`config.mk`:
```
export PLATFORM = sky130hd
export DESIGN_NAME = dense_argmax_rx
export DESIGN_NICKNAME = d
export VERILOG_FILES = /design/src/rtl/dense_pkg.sv /design/src/rtl/dense_argmax_cmp.sv /design/src/rtl/dense_argmax_rx.sv
export SDC_FILE = /design/constraint.sdc
export NUM_CORES = 1
export LEC_CHECK = 0
export CAP_MARGIN = 20
export CORE_ASPECT_RATIO = 1.75
export CORE_MARGIN = 3
export CORE_UTILIZATION = 55
export CTS_BUF_LIST = sky130_fd_sc_hd__clkbuf_16
export DETAILED_ROUTE_END_ITERATION = 10
export DONT_BUFFER_PORTS = 1
export GPL_ROUTABILITY_DRIVEN = 0
export PLACE_DENSITY_LB_ADDON = 0.05
export SYNTH_ARGS = -nofsm -noshare
export SYNTH_HDL_FRONTEND = slang
export SYNTH_HIERARCHICAL = 1
export SYNTH_SLANG_ARGS = --single-unit
```
`constraint.sdc`:
```
create_clock -name clk -period 4.3 [get_ports clk]
set_clock_uncertainty 0.2 [all_clocks]
set_input_delay 0.43 -clock clk [delete_from_list [all_inputs] [get_ports clk]]
set_output_delay 0.43 -clock clk [all_outputs]
set_load 0.01 [all_outputs]
```
`src/rtl/dense_pkg.sv`:
```
// Shared constants and types for the dense classifier result sink.
// Holds default widths, the scan FSM state enum and the class-index width helper.
package dense_pkg;

    localparam int DEF_DATA_WIDTH = 8;
    localparam int DEF_NUM_CLASS  = 7;

    typedef enum logic {
        IDLE = 1'b0,
        SCAN = 1'b1
    } state_t;

    // Width of a class index; never below one bit.
    function automatic int cls_w(input int n);
        return (n < 2) ? 1 : $clog2(n);
    endfunction

endpackage

```
`src/rtl/dense_argmax_cmp.sv`:
```
// Strict greater-than comparator for one pair of class scores.
// Ports: a, b (scores), gt (a > b, signed or unsigned per SIGNED).
module dense_argmax_cmp
    import dense_pkg::*;
#(
    parameter int DATA_WIDTH = DEF_DATA_WIDTH,
    parameter bit SIGNED     = 1'b1
) (
    input  logic [DATA_WIDTH-1:0] a,
    input  logic [DATA_WIDTH-1:0] b,
    output logic                  gt
);

    generate
        if (SIGNED) begin : g_signed
            assign gt = $signed(a) > $signed(b);
        end else begin : g_unsigned
            assign gt = a > b;
        end
    endgenerate

endmodule

```
`src/rtl/dense_argmax_rx.sv`:
```
// Serial argmax over a packed score vector with a one-deep pending slot.
// Ports: clk, rstn, data_i/valid_i in; class_o, max_o, valid_o, busy_o, pend_o, drop_o out.
module dense_argmax_rx
    import dense_pkg::*;
#(
    parameter int DATA_WIDTH = DEF_DATA_WIDTH,
    parameter int NUM_CLASS  = DEF_NUM_CLASS,
    parameter bit SIGNED     = 1'b1,
    parameter int CLS_W      = cls_w(NUM_CLASS)
) (
    input  logic                             clk,
    input  logic                             rstn,
    input  logic [DATA_WIDTH*NUM_CLASS-1:0]  data_i,
    input  logic                             valid_i,
    output logic [CLS_W-1:0]                 class_o,
    output logic [DATA_WIDTH-1:0]            max_o,
    output logic                             valid_o,
    output logic                             busy_o,
    output logic                             pend_o,
    output logic                             drop_o
);

    typedef logic [NUM_CLASS-1:0][DATA_WIDTH-1:0] vec_t;

    localparam logic [CLS_W-1:0] LAST  = CLS_W'(NUM_CLASS - 1);
    localparam logic [CLS_W-1:0] FIRST = CLS_W'(1);

    state_t                state_q, state_d;
    vec_t                  work_q, work_d;
    vec_t                  pend_q, pend_d;
    logic                  pend_full_q, pend_full_d;
    logic [CLS_W-1:0]      cnt_q, cnt_d;
    logic [CLS_W-1:0]      idx_q, idx_d;
    logic [DATA_WIDTH-1:0] best_q, best_d;
    logic [CLS_W-1:0]      class_q, class_d;
    logic [DATA_WIDTH-1:0] max_q, max_d;
    logic                  valid_q, valid_d;
    logic                  drop_q, drop_d;

    logic [DATA_WIDTH-1:0] elem;
    logic [DATA_WIDTH-1:0] best_nxt;
    logic [CLS_W-1:0]      idx_nxt;
    logic                  gt;
    logic                  last;
    logic                  load;
    vec_t                  load_vec;

    assign elem = work_q[cnt_q];

    dense_argmax_cmp #(
        .DATA_WIDTH (DATA_WIDTH),
        .SIGNED     (SIGNED)
    ) u_cmp (
        .a  (elem),
        .b  (best_q),
        .gt (gt)
    );

    // Strict compare keeps the earlier index on ties.
    assign best_nxt = gt ? elem  : best_q;
    assign idx_nxt  = gt ? cnt_q : idx_q;
    assign last     = (state_q == SCAN) && (cnt_q == LAST);

    always_comb begin
        state_d     = state_q;
        work_d      = work_q;
        pend_d      = pend_q;
        pend_full_d = pend_full_q;
        cnt_d       = cnt_q;
        idx_d       = idx_q;
        best_d      = best_q;
        class_d     = class_q;
        max_d       = max_q;
        valid_d     = 1'b0;
        drop_d      = 1'b0;
        load        = 1'b0;
        load_vec    = vec_t'(data_i);

        unique case (state_q)
            IDLE: begin
                load = valid_i;
            end
            SCAN: begin
                if (last) begin
                    valid_d = 1'b1;
                    class_d = idx_nxt;
                    max_d   = best_nxt;
                    if (pend_full_q) begin
                        // Pending goes to work; a same-cycle
                        // arrival takes the freed slot.
                        load        = 1'b1;
                        load_vec    = pend_q;
                        pend_full_d = valid_i;
                        if (valid_i) begin
                            pend_d = vec_t'(data_i);
                        end
                    end else if (valid_i) begin
                        load = 1'b1;
                    end else begin
                        state_d = IDLE;
                        cnt_d   = '0;
                    end
                end else begin
                    best_d = best_nxt;
                    idx_d  = idx_nxt;
                    cnt_d  = cnt_q + FIRST;
                    if (valid_i) begin
                        if (pend_full_q) begin
                            drop_d = 1'b1;
                        end else begin
                            pend_d      = vec_t'(data_i);
                            pend_full_d = 1'b1;
                        end
                    end
                end
            end
            default: begin
                state_d = IDLE;
            end
        endcase

        // Element 0 seeds the running best; scan starts at 1.
        if (load) begin
            work_d  = load_vec;
            best_d  = load_vec[0];
            idx_d   = '0;
            cnt_d   = FIRST;
            state_d = SCAN;
        end
    end

    always_ff @(posedge clk or negedge rstn) begin
        if (!rstn) begin
            state_q     <= IDLE;
            work_q      <= '0;
            pend_q      <= '0;
            pend_full_q <= 1'b0;
            cnt_q       <= '0;
            idx_q       <= '0;
            best_q      <= '0;
            class_q     <= '0;
            max_q       <= '0;
            valid_q     <= 1'b0;
            drop_q      <= 1'b0;
        end else begin
            state_q     <= state_d;
            work_q      <= work_d;
            pend_q      <= pend_d;
            pend_full_q <= pend_full_d;
            cnt_q       <= cnt_d;
            idx_q       <= idx_d;
            best_q      <= best_d;
            class_q     <= class_d;
            max_q       <= max_d;
            valid_q     <= valid_d;
            drop_q      <= drop_d;
        end
    end

    assign class_o = class_q;
    assign max_o   = max_q;
    assign valid_o = valid_q;
    assign drop_o  = drop_q;
    assign busy_o  = (state_q == SCAN);
    assign pend_o  = pend_full_q;

endmodule

```
-- After elaboration in Yosys (flattened, before gate mapping)
Index checks and enable logic that the tools add are counted.
- register bits: 141
- bits in latches: 0
- RAM bits: 0
- memory bits (read-only): 0
- input bits: 59
- output and inout port bits: 15
- logic and storage cells: 79
- memories kept: 0
- add/sub/neg operators: 1
- multipliers: 0
- div/mod/pow operators: 0
- order comparisons: 2
- eq/ne operators: 6
- shifts and indexed selects: 0
- multiplexer cells: 38
- bitwise logic cells: 1
- reduce and logical (&&, ||, !) cells: 8
- operators with widths (operator ; count):
    $mux 56 ; 7
    $mux 8 ; 5
    $mux 3 ; 9
    $bmux 8 s3 ; 1
    $mux 1 ; 15
    $gt 8x8->1 ; 1
    $ne 3x2->1 const B ; 2
    $reduce_and 2->1 ; 3
    $lt 3x4->1 const B ; 1
    $ne 2x2->1 const B ; 2
    $reduce_and 4->1 ; 1
    $reduce_bool 2->1 ; 2
    $add 3x1->3 const B ; 1
    $eq 3x3->1 const B ; 1
    $reduce_and 3->1 ; 1
    $ne 2x1->1 const B ; 1
    $pmux 1 s2 ; 1
    $logic_and 1x1->1 ; 1
    $not 1->1 ; 1

-- Logic depth before layout (Yosys ltp)
- depth after elaboration: 7
- mapped depth: 16
- depth with buffers taken out: 13

-- Hierarchy
The synthesis kept the hierarchy.
- by module, submodules not included (module ; instances ; cells an instance ; area each (µm²) ; seq. area each (µm²)):
    dense_argmax_rx ; 1 ; 623 ; 6585.1 ; 3528.4
    dense_argmax_cmp ; 1 ; 30 ; 210.2 ; 0.0

-- Worst setup path before layout
No wires, ideal clock.
- kind: reg-to-reg
- start: register cnt_q[0]
- end: register best_q[0]
- library setup time: 0.094 ns
- arrival: 2.960 ns
- data required time: 4.006 ns
- setup slack: 1.046 ns
- cell stages (with the launch flop): 17
- buffers on the path: 3
- period minus slack after synthesis: 3.254 ns
- path through: dfrtp_1 > buf_2 > buf_4 > mux2i_1 > a22oi_1 > nand2_1 > inv_1 > ha_1 > and3_1 > nand3_1 > o22ai_1 > a31oi_1 > clkbuf_1 > inv_1 > a311oi_4 > nor2_1 > a211oi_1
- longest elaborated chain between the ends: 7
- elaborated cells between the ends (all ways): 16
- classes of those cells: order compare: 1; eq/ne: 2; mux: 10; reduce/logical: 3
- ends and longest elaborated chain (what ; RTL line ; source):
    start, declared ; dense_argmax_rx.sv:32 ; logic [CLS_W-1:0] cnt_q, cnt_d;
    start signal, assigned ; dense_argmax_rx.sv:150 ; cnt_q <= cnt_d;
    $bmux 8 s3 ; dense_argmax_rx.sv:48 ; assign elem = work_q[cnt_q];
    $mux 8 (not written as such) ; dense_argmax_rx.sv:48 ;
    net elem[6] ; dense_argmax_rx.sv:40 ; logic [DATA_WIDTH-1:0] elem;
    $gt 8x8->1 ; dense_argmax_cmp.sv:16 ; assign gt = $signed(a) > $signed(b);
    net gt ; dense_argmax_rx.sv:43 ; logic gt;
    $mux 8 ; dense_argmax_rx.sv:60 ; assign best_nxt = gt ? elem : best_q;
    $mux 8 ; dense_argmax_rx.sv:84 ; if (last) begin
    $mux 8 ; dense_argmax_rx.sv:79 ; unique case (state_q)
    $mux 8 ; dense_argmax_rx.sv:123 ; if (load) begin
    end signal, assigned ; dense_argmax_rx.sv:152 ; best_q <= best_d;
    end, declared ; dense_argmax_rx.sv:34 ; logic [DATA_WIDTH-1:0] best_q, best_d;
The timed path passes the listed nets, and every way through them passes these cells. The select of a mux whose other input is x is not followed.
A chain may end at the register's enable or synchronous reset.

-- Worst setup path after layout
- start: register cnt_q[2]
- end: register best_q[4]
The elaborated chain is that of the path after synthesis.

==> impl_summary.log <==
[metrics] count of standard-cell rows: 53
[metrics] fraction of layout cells with a size suffix above 1: 0.1465
[metrics] adder-cell area share of the yosys netlist: 0.01841
[metrics] xor-xnor portion of the synthesized cell area: 0.001289
[metrics] Die Width: between 90 and 100 µm
[metrics] number of post-CTS setup repair buffers: 0
[metrics] area growth from synthesis to layout: 20.24%
[metrics] status: finished, final reports clean
[metrics] core outline area: 0.01207 mm²
[metrics] HP Class: input pin to flip-flop
[metrics] Hold Fails Final Rpt: 0
[metrics] switching component of the power: around 2.7 mW
[metrics] share of synthesized area occupied by flip-flops and latches: 0.5192
[metrics] highest fanout seen on the critical path: 10
[metrics] overflow left after global routing: 0
[metrics] count of mapped cells out of synthesis: 653
[metrics] pin count of the biggest net entering global routing: approximately 140
[metrics] DRC: 0
[metrics] Simple-Gate Fraction of Synth Area: 0.1510
[metrics] TritonCTS sink count: 141
[metrics] critical path capture point type: flip-flop
[metrics] Worst VDD drop: 0.4105 mV
[metrics] number of buffers on the longest clock path: 2
[metrics] maximum clock frequency: 277.1 MHz
[metrics] most common cell after layout, fill and taps aside: sky130_fd_sc_hd__dfrtp_1
[metrics] number of levels the H-tree was split into: 4
[metrics] gr usage total: 0.2404
[metrics] Netlist cell types: 39
[metrics] Post-CTS Resized: 0
[metrics] Worst EP required: 4410 ps
[metrics] CTS tree: built
[metrics] unrepaired setup endpoints after global routing: false
[metrics] clock insertion delay at the later pin of the skew report: 420 ps
[metrics] final-report setup violation count: 0
[metrics] number of antenna violations at the first check in global routing: 0
[metrics] share of the synthesized area in the top cell type: 0.5192
[metrics] fraction of power spent switching nets: 0.3740
[metrics] post-synthesis cell area: 0.006795 mm²
[metrics] most frequently used flop master after synthesis: sky130_fd_sc_hd__dfrtp_1
[metrics] power density over cell area: 879.9 mW/mm²
[metrics] Sum Neg Setup Slack: 0 ps
[metrics] crit path kind: flip-flop to flip-flop
[metrics] # placed instances: around 780
[metrics] fraction of power consumed by the clock network: 0.224
[metrics] total length of routed wires: 15.49 mm
[metrics] Routed WL per cell: 17.70 µm
[metrics] half-perimeter wire length after detailed placement: 10.13 mm
[metrics] Final Max Slew Viols: 0
[metrics] Startpoint Class: flip-flop
[metrics] total inserted antenna cells: 0
[metrics] Period Utilization, post-route: 0.8394
[metrics] input/output buffers: 0
[metrics] number of warnings printed during yosys synthesis: 6
[metrics] syn avg cell area: 10.41 µm²
[metrics] post-detailed-route via-to-cell ratio: 5.641
[metrics] y dimension of the die: 153.0 µm
[metrics] finished layout cell area: 0.008170 mm²
[metrics] Sequential Power Share: 0.344
[metrics] global-route wire length before repair: 26.63 mm
[metrics] largest area contributor in the synthesized netlist: sky130_fd_sc_hd__dfrtp_1
[metrics] clock root buffer master: sky130_fd_sc_hd__clkbuf_16
[metrics] relative contribution of combinational cells to total power: 0.432
[metrics] Pre-antenna DRT Iters: 6
[metrics] total internal power: 4.500 mW
[metrics] max_slew headroom: 0.3725
[metrics] Area after DPL: 0.006914 mm²
[metrics] main area contributors after synthesis: sky130_fd_sc_hd__dfrtp_1 (52%), sky130_fd_sc_hd__mux2_4 (8.8%), sky130_fd_sc_hd__nand2_1 (7.0%)
[metrics] quantity of hold-fixing buffers added after cts: 59
[metrics] First DRT Iteration DRCs: 237
[metrics] TritonCTS buffer count: 17
[metrics] arrival time at the worst endpoint: between 3000 and 4000 ps
[metrics] shortest clock period the worst path allows after layout: 3609 ps
[metrics] die area: around 0.014 mm²
[metrics] total number of nets in the final design: 766
[metrics] mux cell area share after synthesis: 0.1547
[metrics] largest family of logic cells by synthesized area: multiplexers
[metrics] number of nets still failing antenna checks after routing: 0
[metrics] #FFs+latches synth: between 100 and 150
[metrics] effective utilization at floorplan: 0.5630
[metrics] total I/O pin count: 74
[metrics] Compound-Gate Fraction of Synth Area: 0.1094
[metrics] clock transition at the register clock pins on the worst setup and hold paths after CTS: 60 ps
[metrics] slew of the pin with the lowest slew margin: 939.1 ps
[metrics] commonest non-fill, non-tap cells in the layout: sky130_fd_sc_hd__dfrtp_1 (141), sky130_fd_sc_hd__nand2_1 (127), sky130_fd_sc_hd__nor2_1 (79)
[metrics] count of flip-flops with a built-in enable after synthesis: 0
[metrics] number of max-capacitance violations reported: 0
[metrics] fraction of registers with async set or reset after synthesis: 1.000
[metrics] post-route insts no fill: 875
[metrics] number of global-route vias before repair: 5203
[metrics] leakage component of the power: 3.704 nW
[metrics] Via Count: 4936
[metrics] Mapped Nets: around 720
[logic make-up (layout without fill, tap and decap cells)]
kind of cell / Yosys count / after routing
AO/OA/AOI/OAI: 112 / 112
XOR/XNOR: 1 / 1
adder cells (fa/ha/maj): 10 / 10
buffers and inverters: 64 / 121
flip-flops: 141 / 141
multiplexers: 83 / 83
AND/OR/NAND/NOR: 242 / 242
[worst paths after layout]
kind,startpoint,to,slack (ps),depth (start not counted)
setup / recovery,cnt_q[2],best_q[4],690,14
hold / removal,data_i[6],best_q[6],120,3
setup reg to reg,cnt_q[2],best_q[4],690,14
hold reg to reg,pend_q[1],pend_q[1],310,1
max in group asynchronous,rstn,pend_q[18],2850,2
min in group asynchronous,rstn,pend_q[0],410,2
[routing by layer]
| layer | routed length (µm) | global-route usage |
|---|---|---|
| met5 | 0 | 0 |
| met4 | 346 | 0.1023 |
| met3 | 529 | 0.04924 |
| met2 | 7940 | 0.4094 |
| met1 | 6670 | 0.2960 |
[state kept, by name, summed over array words and instances (netlist names), 3 cells and up]
register / cells
cnt_q: 3
idx_q: 3
pend_q: 56
best_q: 8
max_o: 8
class_o: 3
work_q: 56
[stage by stage]
stage	setup WS [ps]	hold slack, ps	utilization	total power [mW]
finish	690.8	115.0	0.6770	7.189
global route	399.9	108.1	0.6770	7.732
CTS	691.2	102.7	0.6770	7.238
detailed placement	721.0	-61.76	0.5729	5.522
global placement	796.3	-62.33	0.5729	5.407
floorplan	1046	-65.59	-	4.801
[final cells by class]
cell class	instances	area (µm²)
multi-input combinational	448	2967
fill	952	3899
timing repair buffer	69	745.7
clock buffer	17	425.4
inverter	20	75.07
clock inverter	15	222.7
tap	165	206.4
sequential	141	3528
[power by group through the flow]
| stage | clock network (mW) | registers (mW) | logic, mW |
|---|---|---|---|
| floorplan | 0 | 2.32 | 2.48 |
| global placement | 0 | 2.47 | 2.93 |
| detailed placement | 0 | 2.49 | 3.03 |
| CTS | 1.64 | 2.47 | 3.13 |
| global route | 1.70 | 2.55 | 3.48 |
| finish | 1.61 | 2.47 | 3.11 |
[cells in the mapped netlist (all sizes together), types with 3 or more instances]
cell    instances
nand3b          8
clkbuf         12
buf            32
mux2           56
nor2           79
nand3           3
mux2i          27
a22o            5
nand2         128
a211oi          9
a31oi          49
a22oi           9
inv            19
ha             10
a21oi          14
o21ai          13
and3           18
o211ai          8
dfrtp         141
[critical path, cell delays in order, from the launching register on]
cell and delay [ps]:
sky130_fd_sc_hd__dfrtp_1 400, sky130_fd_sc_hd__nor2b_1 510, sky130_fd_sc_hd__a22oi_1 190, sky130_fd_sc_hd__nand2_1 160, sky130_fd_sc_hd__inv_1 60, sky130_fd_sc_hd__ha_1 290
sky130_fd_sc_hd__nand2_1 50, sky130_fd_sc_hd__o21ai_1 160, sky130_fd_sc_hd__a41oi_1 140, sky130_fd_sc_hd__a31oi_1 170, sky130_fd_sc_hd__buf_4 170, sky130_fd_sc_hd__inv_1 150
sky130_fd_sc_hd__a311oi_4 500, sky130_fd_sc_hd__nor2_1 80, sky130_fd_sc_hd__a211oi_1 270
(Power assumes the default switching activity.)
